`src/rtl/calc_sequencer.sv`:
```
// calc_sequencer: key-driven calculator sequencer. Turns key events from the
// click decoder into operands and an operator, hands one operation at a time
// to an external ALU and shows the result.
// Optional feature: define CALC_CHAIN_EN so that an operator typed after the
// second operand runs the pending operation and keeps chaining with the
// result. Without the macro that operator key is ignored.
//
// ALU handshake: alu_start is the request valid and alu_ready the ready. A
// transfer happens on a rising edge where both are high. alu_a, alu_b and
// alu_op hold steady from the first cycle alu_start is high until that
// transfer. alu_start drops in the cycle after it. The answer returns later as
// a single-cycle alu_done pulse that qualifies alu_result and alu_err.
module calc_sequencer #(
   parameter int WAIT_LIMIT = 255
) (
   input  logic        clk,
   input  logic        rst_n,
   input  logic [3:0]  key_code,
   input  logic        alu_ready,
   input  logic        alu_done,
   input  logic [15:0] alu_result,
   input  logic        alu_err,
   output logic        alu_start,
   output logic [15:0] alu_a,
   output logic [15:0] alu_b,
   output logic [1:0]  alu_op,
   output logic [15:0] display_value,
   output logic        busy,
   output logic        err,
   output logic [2:0]  fsm_state
);

   typedef enum logic [2:0] {
      S_ENTER_A = 3'd0,
      S_OP_WAIT = 3'd1,
      S_ENTER_B = 3'd2,
      S_ISSUE   = 3'd3,
      S_WAIT    = 3'd4,
      S_SHOW    = 3'd5
   } state_t;

   // WAIT ends on the cycle the counter holds this value, so the state
   // lasts WAIT_LIMIT cycles when no answer arrives.
   localparam logic [7:0] LAST_CNT = 8'(WAIT_LIMIT - 1);

   state_t      state;
   state_t      state_n;

   logic [3:0]  key_s;      // key_code sampled this cycle
   logic [3:0]  key_p;      // previous sample, used for the edge check
   logic        key_ev;
   logic        is_digit;
   logic        is_oper;
   logic        is_eq;
   logic [3:0]  digit_val;
   logic [1:0]  oper_code;

   logic [15:0] acc_a;
   logic [15:0] acc_b;
   logic [15:0] result;
   logic [1:0]  op;
   logic [7:0]  wait_cnt;
   logic        err_q;
   logic [15:0] disp_hold;
   logic [15:0] disp_mux;

`ifdef CALC_CHAIN_EN
   logic        chain_q;    // the operation in flight was launched by an operator key
   logic [1:0]  next_op;    // operator to apply to the chained result
`endif

   // Append one decimal digit unless the value already has four digits.
   function automatic logic [15:0] accum(input logic [15:0] acc, input logic [3:0] d);
      logic [15:0] next_acc;
      next_acc = acc;
      if (acc < 16'd1000) begin
         next_acc = (acc * 16'd10) + {12'd0, d};
      end
      return next_acc;
   endfunction

   // Key events fire only when a code appears after an idle (zero) sample.
   assign key_ev    = (key_s != 4'd0) && (key_p == 4'd0);
   assign is_digit  = key_ev && ((key_s <= 4'd9) || (key_s == 4'd15));
   assign is_oper   = key_ev && (key_s >= 4'd10) && (key_s <= 4'd13);
   assign is_eq     = key_ev && (key_s == 4'd14);
   assign digit_val = (key_s == 4'd15) ? 4'd0 : key_s;
   // Codes 10..13 have low bits 2,3,0,1; adding 2 gives add=0, sub=1, mul=2, div=3.
   assign oper_code = key_s[1:0] + 2'd2;

   // State register.
   always_ff @(posedge clk or negedge rst_n) begin
      if (!rst_n) begin
         state <= S_ENTER_A;
      end else begin
         state <= state_n;
      end
   end

   // Next-state selection from key events and the ALU handshake.
   always_comb begin
      state_n = state;
      case (state)
         S_ENTER_A: begin
            if (is_oper) state_n = S_OP_WAIT;
         end
         S_OP_WAIT: begin
            if (is_digit) state_n = S_ENTER_B;
         end
         S_ENTER_B: begin
            if (is_eq) begin
               state_n = S_ISSUE;
            end
`ifdef CALC_CHAIN_EN
            else if (is_oper) begin
               state_n = S_ISSUE;
            end
`endif
         end
         S_ISSUE: begin
            if (alu_ready) state_n = S_WAIT;
         end
         S_WAIT: begin
            if (alu_done) begin
`ifdef CALC_CHAIN_EN
               state_n = (chain_q && !alu_err) ? S_OP_WAIT : S_SHOW;
`else
               state_n = S_SHOW;
`endif
            end else if (wait_cnt == LAST_CNT) begin
               state_n = S_SHOW;
            end
         end
         S_SHOW: begin
            if (is_digit) begin
               state_n = S_ENTER_A;
            end else if (is_oper) begin
               state_n = S_OP_WAIT;
            end
         end
         default: state_n = S_ENTER_A;
      endcase
   end

   // Key history, operands, operator, result, error flag and wait counter.
   always_ff @(posedge clk or negedge rst_n) begin
      if (!rst_n) begin
         key_s     <= 4'd0;
         key_p     <= 4'd0;
         acc_a     <= 16'd0;
         acc_b     <= 16'd0;
         result    <= 16'd0;
         op        <= 2'd0;
         wait_cnt  <= 8'd0;
         err_q     <= 1'b0;
         disp_hold <= 16'd0;
`ifdef CALC_CHAIN_EN
         chain_q   <= 1'b0;
         next_op   <= 2'd0;
`endif
      end else begin
         key_s <= key_code;
         key_p <= key_s;
         if ((state != S_ISSUE) && (state != S_WAIT)) begin
            disp_hold <= disp_mux;
         end
         case (state)
            S_ENTER_A: begin
               if (is_digit) begin
                  acc_a <= accum(acc_a, digit_val);
               end else if (is_oper) begin
                  op <= oper_code;
               end
            end
            S_OP_WAIT: begin
               if (is_oper) begin
                  op <= oper_code;
               end else if (is_digit) begin
                  acc_b <= {12'd0, digit_val};
               end
            end
            S_ENTER_B: begin
               if (is_digit) begin
                  acc_b <= accum(acc_b, digit_val);
               end
`ifdef CALC_CHAIN_EN
               else if (is_oper) begin
                  chain_q <= 1'b1;
                  next_op <= oper_code;
               end
`endif
            end
            S_ISSUE: begin
               if (alu_ready) wait_cnt <= 8'd0;
            end
            S_WAIT: begin
               if (alu_done) begin
                  result <= alu_result;
                  err_q  <= alu_err;
`ifdef CALC_CHAIN_EN
                  chain_q <= 1'b0;
                  if (chain_q && !alu_err) begin
                     acc_a <= alu_result;
                     acc_b <= 16'd0;
                     op    <= next_op;
                  end
`endif
               end else if (wait_cnt == LAST_CNT) begin
                  err_q  <= 1'b1;
                  result <= 16'd0;
`ifdef CALC_CHAIN_EN
                  chain_q <= 1'b0;
`endif
               end else begin
                  wait_cnt <= wait_cnt + 8'd1;
               end
            end
            S_SHOW: begin
               if (is_digit) begin
                  err_q <= 1'b0;
                  acc_b <= 16'd0;
                  acc_a <= {12'd0, digit_val};
               end else if (is_oper) begin
                  err_q <= 1'b0;
                  acc_b <= 16'd0;
                  acc_a <= result;
                  op    <= oper_code;
               end
            end
            default: ;
         endcase
      end
   end

   // Display source per state; the last shown value is frozen while busy.
   always_comb begin
      disp_mux = disp_hold;
      case (state)
         S_ENTER_A, S_OP_WAIT: disp_mux = acc_a;
         S_ENTER_B:            disp_mux = acc_b;
         S_SHOW:               disp_mux = result;
         default:              disp_mux = disp_hold;
      endcase
   end

   // Moore outputs decoded from the current state.
   always_comb begin
      alu_start     = (state == S_ISSUE);
      busy          = (state == S_ISSUE) || (state == S_WAIT);
      alu_a         = acc_a;
      alu_b         = acc_b;
      alu_op        = op;
      err           = err_q;
      display_value = disp_mux;
      fsm_state     = state;
   end

endmodule

```
`config.mk`:
```
export PLATFORM = sky130hd
export DESIGN_NAME = calc_sequencer
export DESIGN_NICKNAME = d
export VERILOG_FILES = /design/src/rtl/calc_sequencer.sv
export SDC_FILE = /design/constraint.sdc
export NUM_CORES = 1
export LEC_CHECK = 0
export BUFFER_PORTS_ARGS = -buffer_cell sky130_fd_sc_hd__buf_4
export CAP_MARGIN = 15
export CORE_MARGIN = 10
export CORE_UTILIZATION = 56
export DETAILED_ROUTE_END_ITERATION = 6
export GPL_ROUTABILITY_DRIVEN = 0
export HOLD_SLACK_MARGIN = 0.12
export MAX_ROUTING_LAYER = met4
export PLACE_DENSITY = 0.78
export SYNTH_ARGS = -nofsm -noshare
export SYNTH_HDL_FRONTEND = slang
export SYNTH_SLANG_ARGS = --single-unit
```
`constraint.sdc`:
```
create_clock -name clk -period 4.19 [get_ports clk]
set_input_delay 0.2095 -clock clk [delete_from_list [all_inputs] [get_ports clk]]
set_output_delay 0.2095 -clock clk [all_outputs]
set_load 0.01 [all_outputs]
```
==> summary.txt, run 1 <==
Run status
  • Status: completed

Clock tree
  • Clk slew on worst S/H paths: 0.09 ns
  • Hold Buf Count CTS: 22
  • Clock latency on the worst-skew pair: 0.37 ns
  • Post-CTS resize count: 0
  • TritonCTS buffer count: 9
  • CTS tree: done
  • Clock root cell: clkbuf_8
  • Postcts setup bufs: 0
  • CTS max path bufs: 2
  • H-tree Lvls: 3
  • CTS sink count: 86

Timing
  • Fin crit share: 77.2%
  • Tmin final: 3.23 ns
  • RSZ-0062 raised after global routing: no
  • Slew Viols, Final: 0
  • Final setup violating endpoints: 0
  • Final Hold Fails: 0
  • TNS Setup: 0 ns
  • Clk_skew: 0.0107 ns
  • Worst rel slew slack: 27.4%
  • Actual slew at the worst max-slew pin: 1.09 ns
  • Fmax achieved: 0.309 GHz

Pwr
  • Pwr/cell area: 657 nW/um^2
  • Clk pwr share: 11.5%
  • Worst VDD drop: 0.459 mV
  • Leak pwr: 3.31 nW
  • Seq pwr share: roughly 30%
  • Logic pwr share: 58.7%
  • Net Sw Frac: 45.6%
  • Switching pwr: 2.11 mW
  • Cell Int Power: 2.51 mW

Floorplan
  • Initial Util: 57.5%
  • Die Span Y: 123 um
  • Chip width: 123 um
  • Core area: 10400 um^2
  • Die area: 15200 um^2
  • # IOs: between 80 and 90
  • Row Count: 37

Critical path
  • CP required: 4.44 ns
  • CP Max Fanout: 6
  • Element type at the critical path end: register
  • Worst Setup Path Type: reg -> reg
  • Critical path launch point type: register
  • Crit path arrival time: 3.48 ns

Layout
  • # nets final: just over 800
  • Inserted Diodes: 0
  • Non-Filler Instances: 870
  • Area delta synth->final: 17.9%
  • Fraction of layout cells with a size suffix above 1: about 16%

Routing
  • Pre-antenna DRT Iters: 5
  • Starting DRT DRC Count: 565
  • Via Count: 5482
  • ANT nets after route: 0
  • # DRC: 0
  • DR vias/cell: 6.30
  • DRT Wirelength: 16.7 mm
  • Drt wl/cell: 19.2 um

Min path
  • Class of the worst hold path: in -> reg

Global routing
  • Overall Global Routing Usage: 22.9%
  • First-pass GRT wire length: 27.4 mm
  • Vias in the first global route: between 5000 and 6000
  • Largest net degree at the start of global routing: 87
  • GRT overflow: 0
  • Initial antenna violation count: 0

Placed design
  • Detailed Place HPWL: 12.2 mm
  • Placed cell count: 831
  • # port buffers: 80

Synth
  • Seq cells post-synth: 86
  • Syn nets: 724
  • EDFF count, synth: 0
  • Syn. warnings: 0
  • Syn_area_per_cell: 9.30 um^2
  • Post-synthesis instance total: 641
  • Seq/Total Area, Yosys: 36.1%
  • Cell variety after synth: 66
  • Post-synthesis instance area: 5960 um^2
  • Async S/R FF share, synth: 100%
  • Most used flip-flop cell after synthesis: dfrtp_1

Job
  • Max_cap viols: 0
[cell type report]
| type | instances | area [um^2] |
|---|---|---|
| repair buffers | 108 | 886 |
| clock inverters | 4 | 22.5 |
| inverters | 12 | 45.0 |
| fillers | 847 | 3340 |
| multi-input cells | 512 | 3610 |
| flip-flops and latches | 86 | 2150 |
| well taps | 136 | 170 |
| clock buffers | 12 | 145 |
[worst paths after layout]
| kind | start | end | slack, ns | cells past startpoint |
|---|---|---|---|---|
| min in group asynchronous | rst_n | result[1] | 0.27 | 2 |
| worst max-delay path | alu_a[3] | alu_a[14] | 0.96 | 11 |
| worst max register to register | alu_a[3] | alu_a[14] | 0.96 | 11 |
| worst min-delay path | alu_done | err | 0.21 | 3 |
| max in group asynchronous | rst_n | result[12] | 3.30 | 3 |
| worst min register to register | alu_op[1] | alu_op[1] | 0.50 | 2 |
[metal layers]
layer | track usage, % | wire length (um) | part of all wire (%)
met5 | - | 0 | 0
met4 | 9.39 | 406 | 2.4
met3 | 3.69 | 1040 | 6.2
met2 | 37.0 | 8090 | 48
met1 | 28.2 | 7200 | 43
[power by group through the flow]
| stage | clock network, mW | registers [mW] | logic, mW |
|---|---|---|---|
| 2_1_floorplan | 0 | 1.33 | 1.91 |
| 3_5_place_dp | 0 | 1.38 | 2.67 |
| 5_1_grt | 0.570 | 1.41 | 3.00 |
| 3_3_place_gp | 0 | 1.36 | 2.59 |
| 6_report | 0.529 | 1.38 | 2.71 |
| 4_1_cts | 0.536 | 1.36 | 2.71 |
[cell families (layout without fill, tap and decap cells)]
| kind of cell | Yosys count | count (layout) | share of synthesized area [%] |
|---|---|---|---|
| xor+xnor | 56 | 56 | 8.23 |
| simple gates | 189 | 189 | 15.4 |
| mux | 4 | 4 | 0.693 |
| flops | 86 | 86 | 36.1 |
| compound gates | 205 | 205 | 23.6 |
| buf+inv | 43 | 136 | 3.36 |
| fa+ha+maj | 58 | 58 | 12.7 |
[registers in the layout, indices dropped and copies added (netlist names)]
name and cells:
err 1, fsm_state 3, key_s 4, result 16
alu_op 2, disp_hold 16, alu_b 16, key_p 4
alu_a 16, wait_cnt 8
[cell usage after synthesis, types with 8 or more instances]
master	count	area [um^2]
a221oi_1	23	201
nand2_1	59	221
xnor2_1	34	298
o22ai_1	30	188
o31ai_1	9	67.6
nand3_1	15	75.1
or3_1	11	68.8
dfrtp_1	86	2150
xor2_1	22	193
a21oi_1	39	195
nor2_1	54	203
clkbuf_1	19	71.3
nor3_1	8	40.0
a22o_1	16	140
o21ai_0	38	190
inv_1	11	41.3
ha_1	54	676
[worst max-delay path: stages, from the launching register on]
cell and delay (ns):
dfrtp_1 0.45, ha_1 0.30, ha_1 0.23, fa_1 0.41, a21o_1 0.20, and4_2 0.26
nor2_1 0.32, xor2_1 0.11, nor4_1 0.43, nand3_1 0.15, xnor2_1 0.16, o22ai_1 0.08
[per-stage QoR]
stage          power [mW]  cell area, um^2  worst slack, ns  utilization (%)  hold slack [ns]
3_5_place_dp         4.05             6610            0.980             63.8            0.320
4_1_cts              4.61             7000            0.951             67.5            0.174
5_1_grt              4.98             7030            0.678             67.8            0.214
6_report             4.62             7030            0.955             67.8            0.209
3_3_place_gp         3.95             6610             1.13             63.8            0.320
2_1_floorplan        3.23             5960             1.21                -          -0.0861
[placed cells by master (no fill, tap or decap), drive strengths merged, types with 7 or more instances in the layout]
cell type / instances
xor2: 22
nand3: 15
or3: 11
a21oi: 40
a22o: 16
o21ai: 42
xnor2: 34
dfrtp: 86
clkbuf: 12
inv: 12
nor3: 8
dlygate4sd3: 22
o31ai: 10
a21o: 7
buf: 86
ha: 54
nand4: 8
nor2: 55
nor4: 9
and3: 7
a221oi: 23
nand2: 59
o22ai: 30
Power figures use the tool's default switching activity.
==> run 2: changes to the inputs <==
==> constraint.sdc (replaced) <==
create_clock -name clk -period 3.3 [get_ports clk]
set_input_delay 0.165 -clock clk [delete_from_list [all_inputs] [get_ports clk]]
set_output_delay 0.165 -clock clk [all_outputs]
set_load 0.01 [all_outputs]
==> run 2 against run 1 <==
- global-route usage hardly changed
- critical path depth stayed put
- wire length is 0.81% lower
- non-clock buffer count is 7 higher
- core utilization is 1.6 points higher
- combinational power is 32% higher
- via count is 0.75% higher
- clock power is 73% higher
- clock-buffer cell count is 1 lower
- sequential power is 23% higher
- cell count is 0.80% higher
==> summary.txt, run 2 (same netlist as run 1, synthesis figures left out) <==
Run status
  • Status: completed (unchanged)

Routing
  • Via Count: 5523 (was 5482)
  • Starting DRT DRC Count: 605 (was 565)
  • Pre-antenna DRT Iters: 5 (unchanged)
  • ANT nets after route: 0 (unchanged)
  • DRT Wirelength: 16.6 mm (was 16.7 mm)
  • Drt wl/cell: 18.9 um (was 19.2 um)
  • DR vias/cell: 6.30 (about the same)
  • # DRC: 0 (unchanged)

Floorplan
  • Core area: 10400 um^2 (unchanged)
  • Die Span Y: 123 um (unchanged)
  • Row Count: 37 (unchanged)
  • Initial Util: 57.5% (unchanged)
  • Die area: 15200 um^2 (unchanged)
  • Chip width: 123 um (unchanged)
  • # IOs: 81 (unchanged)

Global routing
  • Initial antenna violation count: 0 (unchanged)
  • GR Util met2: 37.6% (was 37.0%)
  • Overall Global Routing Usage: 23.0% (was 22.9%)
  • Grt peak-use layer: met2 (unchanged)
  • First-pass GRT wire length: 27.4 mm (about the same)
  • Vias in the first global route: 5460 (was 5488)
  • GRT met1 Usage: 28.7% (was 28.2%)
  • Largest net degree at the start of global routing: 87 (unchanged)
  • M3 GR Usage: 3.19% (was 3.69%)
  • GRT overflow: 0 (unchanged)

Clock tree
  • CTS sink count: 86 (unchanged)
  • TritonCTS buffer count: 9 (unchanged)
  • CTS max path bufs: 2 (unchanged)
  • Clock root cell: clkbuf_8 (unchanged)
  • Clk slew on worst S/H paths: 0.09 ns (about the same)
  • Clock latency on the worst-skew pair: 0.36 ns (was 0.37 ns)
  • H-tree Lvls: 3 (unchanged)
  • CTS tree: done (unchanged)

Timing
  • TNS Setup: 0 ns (unchanged)
  • Clk_skew: 0.0117 ns (was 0.0107 ns)
  • Fmax achieved: 0.319 GHz (was 0.309 GHz)
  • Slew Viols, Final: 0 (unchanged)
  • Final Hold Fails: 0 (unchanged)
  • RSZ-0062 raised after global routing: no (unchanged)
  • Final hold slack: 0.138 ns (was 0.209 ns)
  • Worst rel slew slack: 47.4% (was 27.4%)
  • Final worst slack: 0.169 ns (was 0.955 ns)
  • Actual slew at the worst max-slew pin: 0.783 ns (was 1.09 ns)
  • Fin crit share: 94.9% (was 77.2%)
  • Final setup violating endpoints: 0 (unchanged)
  • Tmin final: 3.13 ns (was 3.23 ns)

Pwr
  • Pwr/cell area: 859 nW/um^2 (was 657 nW/um^2)
  • Power Total: 6.18 mW (was 4.62 mW)
  • Worst VDD drop: 0.604 mV (was 0.459 mV)
  • Leak pwr: 3.39 nW (was 3.31 nW)

Critical path
  • CP Cell Sequence: ha_1 -> ha_1 -> fa_1 -> a21o_1 -> and4_2 -> o221a_4 -> a211oi_4 -> nand4_2 -> nor4_2 -> xnor2_1 -> o22ai_1 (was ha_1 -> ha_1 -> fa_1 -> a21o_1 -> and4_2 -> nor2_1 -> xor2_1 -> nor4_1 -> nand3_1 -> xnor2_1 -> o22ai_1)
  • CP Max Fanout: 4 (was 6)
  • CP required: 3.55 ns (was 4.44 ns)
  • R2r endpoint: alu_a[15] (was alu_a[14])
  • Crit path buf inv count: 0 (unchanged)
  • Worst path slowest cell: dfrtp_1 (unchanged)
  • Element type at the critical path end: register (unchanged)
  • R2r startpoint: alu_a[1] (was alu_a[3])
  • Slowest stage delay, CP: 0.42 ns (was 0.45 ns)
  • Cell family with most CP delay: adder cells (was simple AND/OR/NAND/NOR gates)
  • Critical path launch point type: register (unchanged)
  • FF-to-FF setup slack: 0.17 ns (was 0.96 ns)
  • Worst Setup Path Type: reg -> reg (unchanged)
  • Crit path arrival time: 3.38 ns (was 3.48 ns)
  • Most used cell, CP: ha_1 (unchanged)
  • Worst Reg2Reg Path Length in Cells: 11 (unchanged)

Layout
  • Commonest non-fill, non-tap cell in the layout: buf_4 (was dfrtp_1)
  • Non-Filler Instances: 877 (was 870)
  • Fraction of layout cells with a size suffix above 1: 18.2% (was 16.5%)
  • Most frequent cells in the layout: buf_4 (92), dfrtp_1 (86), nand2_1 (59) (was dfrtp_1 (86), buf_4 (85), nand2_1 (59))
  • Area delta synth->final: 20.7% (was 17.9%)
  • # nets final: 819 (was 812)
  • Inserted Diodes: 0 (unchanged)

Placed design
  • Placed cell count: 838 (was 831)
  • Pre-CTS setup slack: 0.109 ns (was 0.980 ns)
  • Detailed Place HPWL: 12.1 mm (was 12.2 mm)
  • # port buffers: 80 (unchanged)

Min path
  • Worst hold start: alu_done (unchanged)
  • Hold EP: err (unchanged)
  • Class of the worst hold path: in -> reg (unchanged)
  • WHS Path Cells: 3 (unchanged)

Job
  • Max_cap viols: 0 (unchanged)
## run 2: cell count changes in the layout (fill, tap and decap cells not counted), moves of 2 or more
| cell | change |
|---|---|
| bufinv_16 | +3 |
| clkinv_2 | -3 |
| nor4_2 | +2 |
| nor4_1 | -2 |
| buf_4 | +7 |
## run 2: per-layer routing
metal  vias to the layer above  part of all wire (%)  wire (um)
met5                         -                     0          0
met1                      2695                    42       6990
met2                       216                    50       8260
li1                       2580                     -          -
met4                         0                   2.0        325
met3                        32                   6.1       1020
## run 2: power breakdown
group / internal (mW) / leakage, nW / switching, mW
Sequential: 1.36 / 1.13 / 0.333
Clock: 0.525 / 0.120 / 0.387
Combinational: 1.60 / 2.14 / 1.97
## run 2: worst min-delay path, delay by kind of cell
family,cells,cell delay [ns]
buffers and inverters,1,0.09
AOI/OAI and AO/OA,1,0.08
and+or+nand+nor,1,0.12
## run 2: worst max path at each step
stage                 to  slack [ns]  cells after the start     start
2_1_floorplan  alu_a[11]        0.32                     11  alu_a[3]
5_1_grt        alu_a[15]        0.02                     11  alu_a[1]
6_report       alu_a[15]        0.17                     11  alu_a[1]
3_5_place_dp   alu_a[15]        0.11                     11  alu_a[1]
3_3_place_gp   alu_a[14]        0.23                     11  alu_a[1]
4_1_cts        alu_a[15]        0.09                     11  alu_a[1]
## run 2: timing repair
action | in CTS | in global routing
hold buffers | 22 | 0
resized for setup | 0 | 6
setup endpoints to repair | 0 | 6
endpoints found under the hold margin | 107 | 0
buffers inserted | 0 | 0
## run 2: area by class of cell
cell class	count	area, um^2
repair buffers	115	938
clock inverters	5	106
clock buffers	11	141
fillers	835	3180
well taps	136	170
multi-input cells	512	3640
inverters	12	45.0
flip-flops and latches	86	2150
## run 2: stage by stage
stage	instance area, um^2	utilization (%)
2_1_floorplan	5960	-
3_3_place_gp	6670	64.3
3_5_place_dp	6670	64.3
4_1_cts	7130	68.8
5_1_grt	7190	69.4
6_report	7190	69.4
==> run 3: changes to the inputs <==
==> constraint.sdc (replaced) <==
create_clock -name clk -period 3.3 [get_ports clk]
set_input_delay 0.33 -clock clk [delete_from_list [all_inputs] [get_ports clk]]
set_output_delay 0.33 -clock clk [all_outputs]
set_load 0.01 [all_outputs]
==> run 3 against run 2 <==
- sequential share of layout area grew 1.0 points
- wire length decreased by 2.2%
- global-route usage decreased by 0.58 points
- sequential power hardly changed
- clock-buffer cell count up 1
- die area did not move
- flip-flop and latch count unchanged
- power fell by 3.2%
- cell count is 1.8% lower
- first-iteration DRC count down 13%
- critical path type unchanged
- largest cell class unchanged
==> summary.txt, run 3 (same netlist as run 1, synthesis figures left out) <==
Layout
  • Register area: 2150 um^2 (unchanged)
  • Inserted Diodes: 0 (unchanged)
  • FILL cells: 823 (was 835)
  • Most frequent cells in the layout: buf_4 (93), dfrtp_1 (86), nand2_1 (59) (was buf_4 (92), dfrtp_1 (86), nand2_1 (59))
  • Area occupied by multi-input gates: 3620 um^2 (was 3640 um^2)
  • Final Util: 67.1% (was 69.4%)
  • # nets final: 803 (was 819)
  • Fraction of layout cells with a size suffix above 1: 18.2% (about the same)
  • Final Instance Area: 6960 um^2 (was 7190 um^2)
  • Area delta synth->final: 16.8% (was 20.7%)
  • Commonest non-fill, non-tap cell in the layout: buf_4 (unchanged)

Min path
  • WHS Path Cells: 2 (was 3)
  • Class of the worst hold path: in -> reg (unchanged)
  • Worst hold start: alu_result[11] (was alu_done)
  • Hold EP: result[11] (was err)

Placed design
  • Pre-CTS setup slack: 0.116 ns (was 0.109 ns)
  • # port buffers: 80 (unchanged)
  • Placed Instance Area: 6670 um^2 (about the same)
  • Detailed Place HPWL: 12.2 mm (was 12.1 mm)

Clock tree
  • Clk slew on worst S/H paths: 0.08 ns (was 0.09 ns)
  • TritonCTS buffer count: 9 (unchanged)
  • Clock root cell: clkbuf_8 (unchanged)
  • CTS sink count: 86 (unchanged)
  • H-tree Lvls: 3 (unchanged)
  • CTS max path bufs: 2 (unchanged)
  • Clock latency on the worst-skew pair: 0.36 ns (about the same)
  • CTS tree: done (unchanged)
  • Postcts setup bufs: 0 (unchanged)

Routing
  • Starting DRT DRC Count: 528 (was 605)
  • ANT nets after route: 0 (unchanged)
  • Pre-antenna DRT Iters: 6 (was 5)
  • Drt wl/cell: 18.9 um (about the same)
  • # DRC: 0 (unchanged)
  • Via Count: 5441 (was 5523)
  • DRT Wirelength: 16.2 mm (was 16.6 mm)
  • DR vias/cell: 6.32 (was 6.30)

Run status
  • Status: completed (unchanged)

Critical path
  • Element type at the critical path end: register (unchanged)
  • CP required: 3.54 ns (was 3.55 ns)
  • CP Cell Sequence: ha_1 -> ha_1 -> fa_1 -> a21o_1 -> and4_2 -> nor2_2 -> xor2_1 -> nor4_1 -> nand3_1 -> xnor2_1 -> o22ai_1 (was ha_1 -> ha_1 -> fa_1 -> a21o_1 -> and4_2 -> o221a_4 -> a211oi_4 -> nand4_2 -> nor4_2 -> xnor2_1 -> o22ai_1)
  • R2r startpoint: alu_a[1] (unchanged)
  • FF-to-FF setup slack: 0.22 ns (was 0.17 ns)
  • Most used cell, CP: ha_1 (unchanged)
  • Worst path slowest cell: dfrtp_1 (unchanged)
  • Slowest stage delay, CP: 0.42 ns (about the same)
  • Crit path buf inv count: 0 (unchanged)
  • Worst Setup Path Type: reg -> reg (unchanged)
  • Critical path launch point type: register (unchanged)
  • R2r endpoint: alu_a[14] (was alu_a[15])
  • CP Max Fanout: 4 (unchanged)
  • Crit path arrival time: 3.33 ns (was 3.38 ns)
  • Worst Reg2Reg Path Length in Cells: 11 (unchanged)
  • Cell count along the critical path: 11 (unchanged)
  • Cell family with most CP delay: simple AND/OR/NAND/NOR gates (was adder cells)

Global routing
  • GRT overflow: 0 (unchanged)
  • Initial antenna violation count: 0 (unchanged)
  • Overall Global Routing Usage: 22.4% (was 23.0%)
  • First-pass GRT wire length: 26.8 mm (was 27.4 mm)
  • Largest net degree at the start of global routing: 87 (unchanged)
  • Vias in the first global route: 5415 (was 5460)

Job
  • Max_cap viols: 0 (unchanged)

Timing
  • Actual slew at the worst max-slew pin: 0.771 ns (was 0.783 ns)
  • Worst rel slew slack: 48.6% (was 47.4%)
  • Final worst slack: 0.215 ns (was 0.169 ns)
  • Slew Viols, Final: 0 (unchanged)
  • Fmax achieved: 0.324 GHz (was 0.319 GHz)
  • Final setup violating endpoints: 0 (unchanged)
  • TNS Setup: 0 ns (unchanged)
  • Final Hold Fails: 0 (unchanged)
  • Clk_skew: 0.00991 ns (was 0.0117 ns)
  • Tmin final: 3.08 ns (was 3.13 ns)
  • Final hold slack: 0.185 ns (was 0.138 ns)
  • Fin crit share: 93.5% (was 94.9%)

Pwr
  • Worst VDD drop: 0.669 mV (was 0.604 mV)
  • Leak pwr: 3.30 nW (was 3.39 nW)
  • Pwr/cell area: 860 nW/um^2 (was 859 nW/um^2)

Floorplan
  • Initial Util: 57.5% (unchanged)
  • # IOs: 81 (unchanged)
  • Core area: 10400 um^2 (unchanged)
  • Die Span Y: 123 um (unchanged)
  • Die area: 15200 um^2 (unchanged)
  • Chip width: 123 um (unchanged)
  • Row Count: 37 (unchanged)
## run 3: timing repair
action	4_1_cts	5_1_grt
gates resized for setup	0	2
endpoints found under the hold margin	4	11
hold buffers	4	1
setup endpoints to repair	0	4
## run 3: how the worst max path moves through the flow
stage	startpoint	end
floorplan	alu_a[3]	alu_a[11]
global placement	alu_a[1]	alu_a[14]
detailed placement	alu_a[1]	alu_a[14]
CTS	alu_a[1]	alu_a[14]
global route	alu_b[1]	alu_b[13]
finish	alu_a[1]	alu_a[14]
## run 3: worst register-to-register path, stage by stage (launching register included)
cell and delay, ns:
dfrtp_1 0.42, ha_1 0.31, ha_1 0.23, fa_1 0.40, a21o_1 0.21, and4_2 0.27
nor2_2 0.21, xor2_1 0.10, nor4_1 0.40, nand3_1 0.15, xnor2_1 0.17, o22ai_1 0.09
## run 3: power by group
part	switching (mW)	internal, mW
combinational	1.96	1.58
sequential	0.318	1.36
clock	0.369	0.388
total	2.65	3.33
## run 3: stage by stage
step / power, mW / instances
2_1_floorplan: 4.11 / 641
3_3_place_gp: 5.09 / 839
3_5_place_dp: 5.21 / 839
4_1_cts: 5.98 / 859
5_1_grt: 6.46 / 861
6_report: 5.98 / 861
## run 3: area by class of cell
cell class / count / area share (%)
Tap cell: 136 / 2.44
Clock buffer: 12 / 2.23
Timing Repair Buffer: 99 / 11.1
Sequential cell: 86 / 30.9
Clock inverter: 4 / 0.647
Multi-Input combinational cell: 512 / 52.0
Inverter: 12 / 0.647
## run 3: routing by layer
layer | track usage [%] | vias up | wire length, um
met2 | 36.3 | 185 | 7990
met1 | 28.2 | 2675 | 7010
met3 | 3.24 | 32 | 909
li1 | - | 2549 | -
met5 | - | - | 0
met4 | 7.64 | 0 | 321
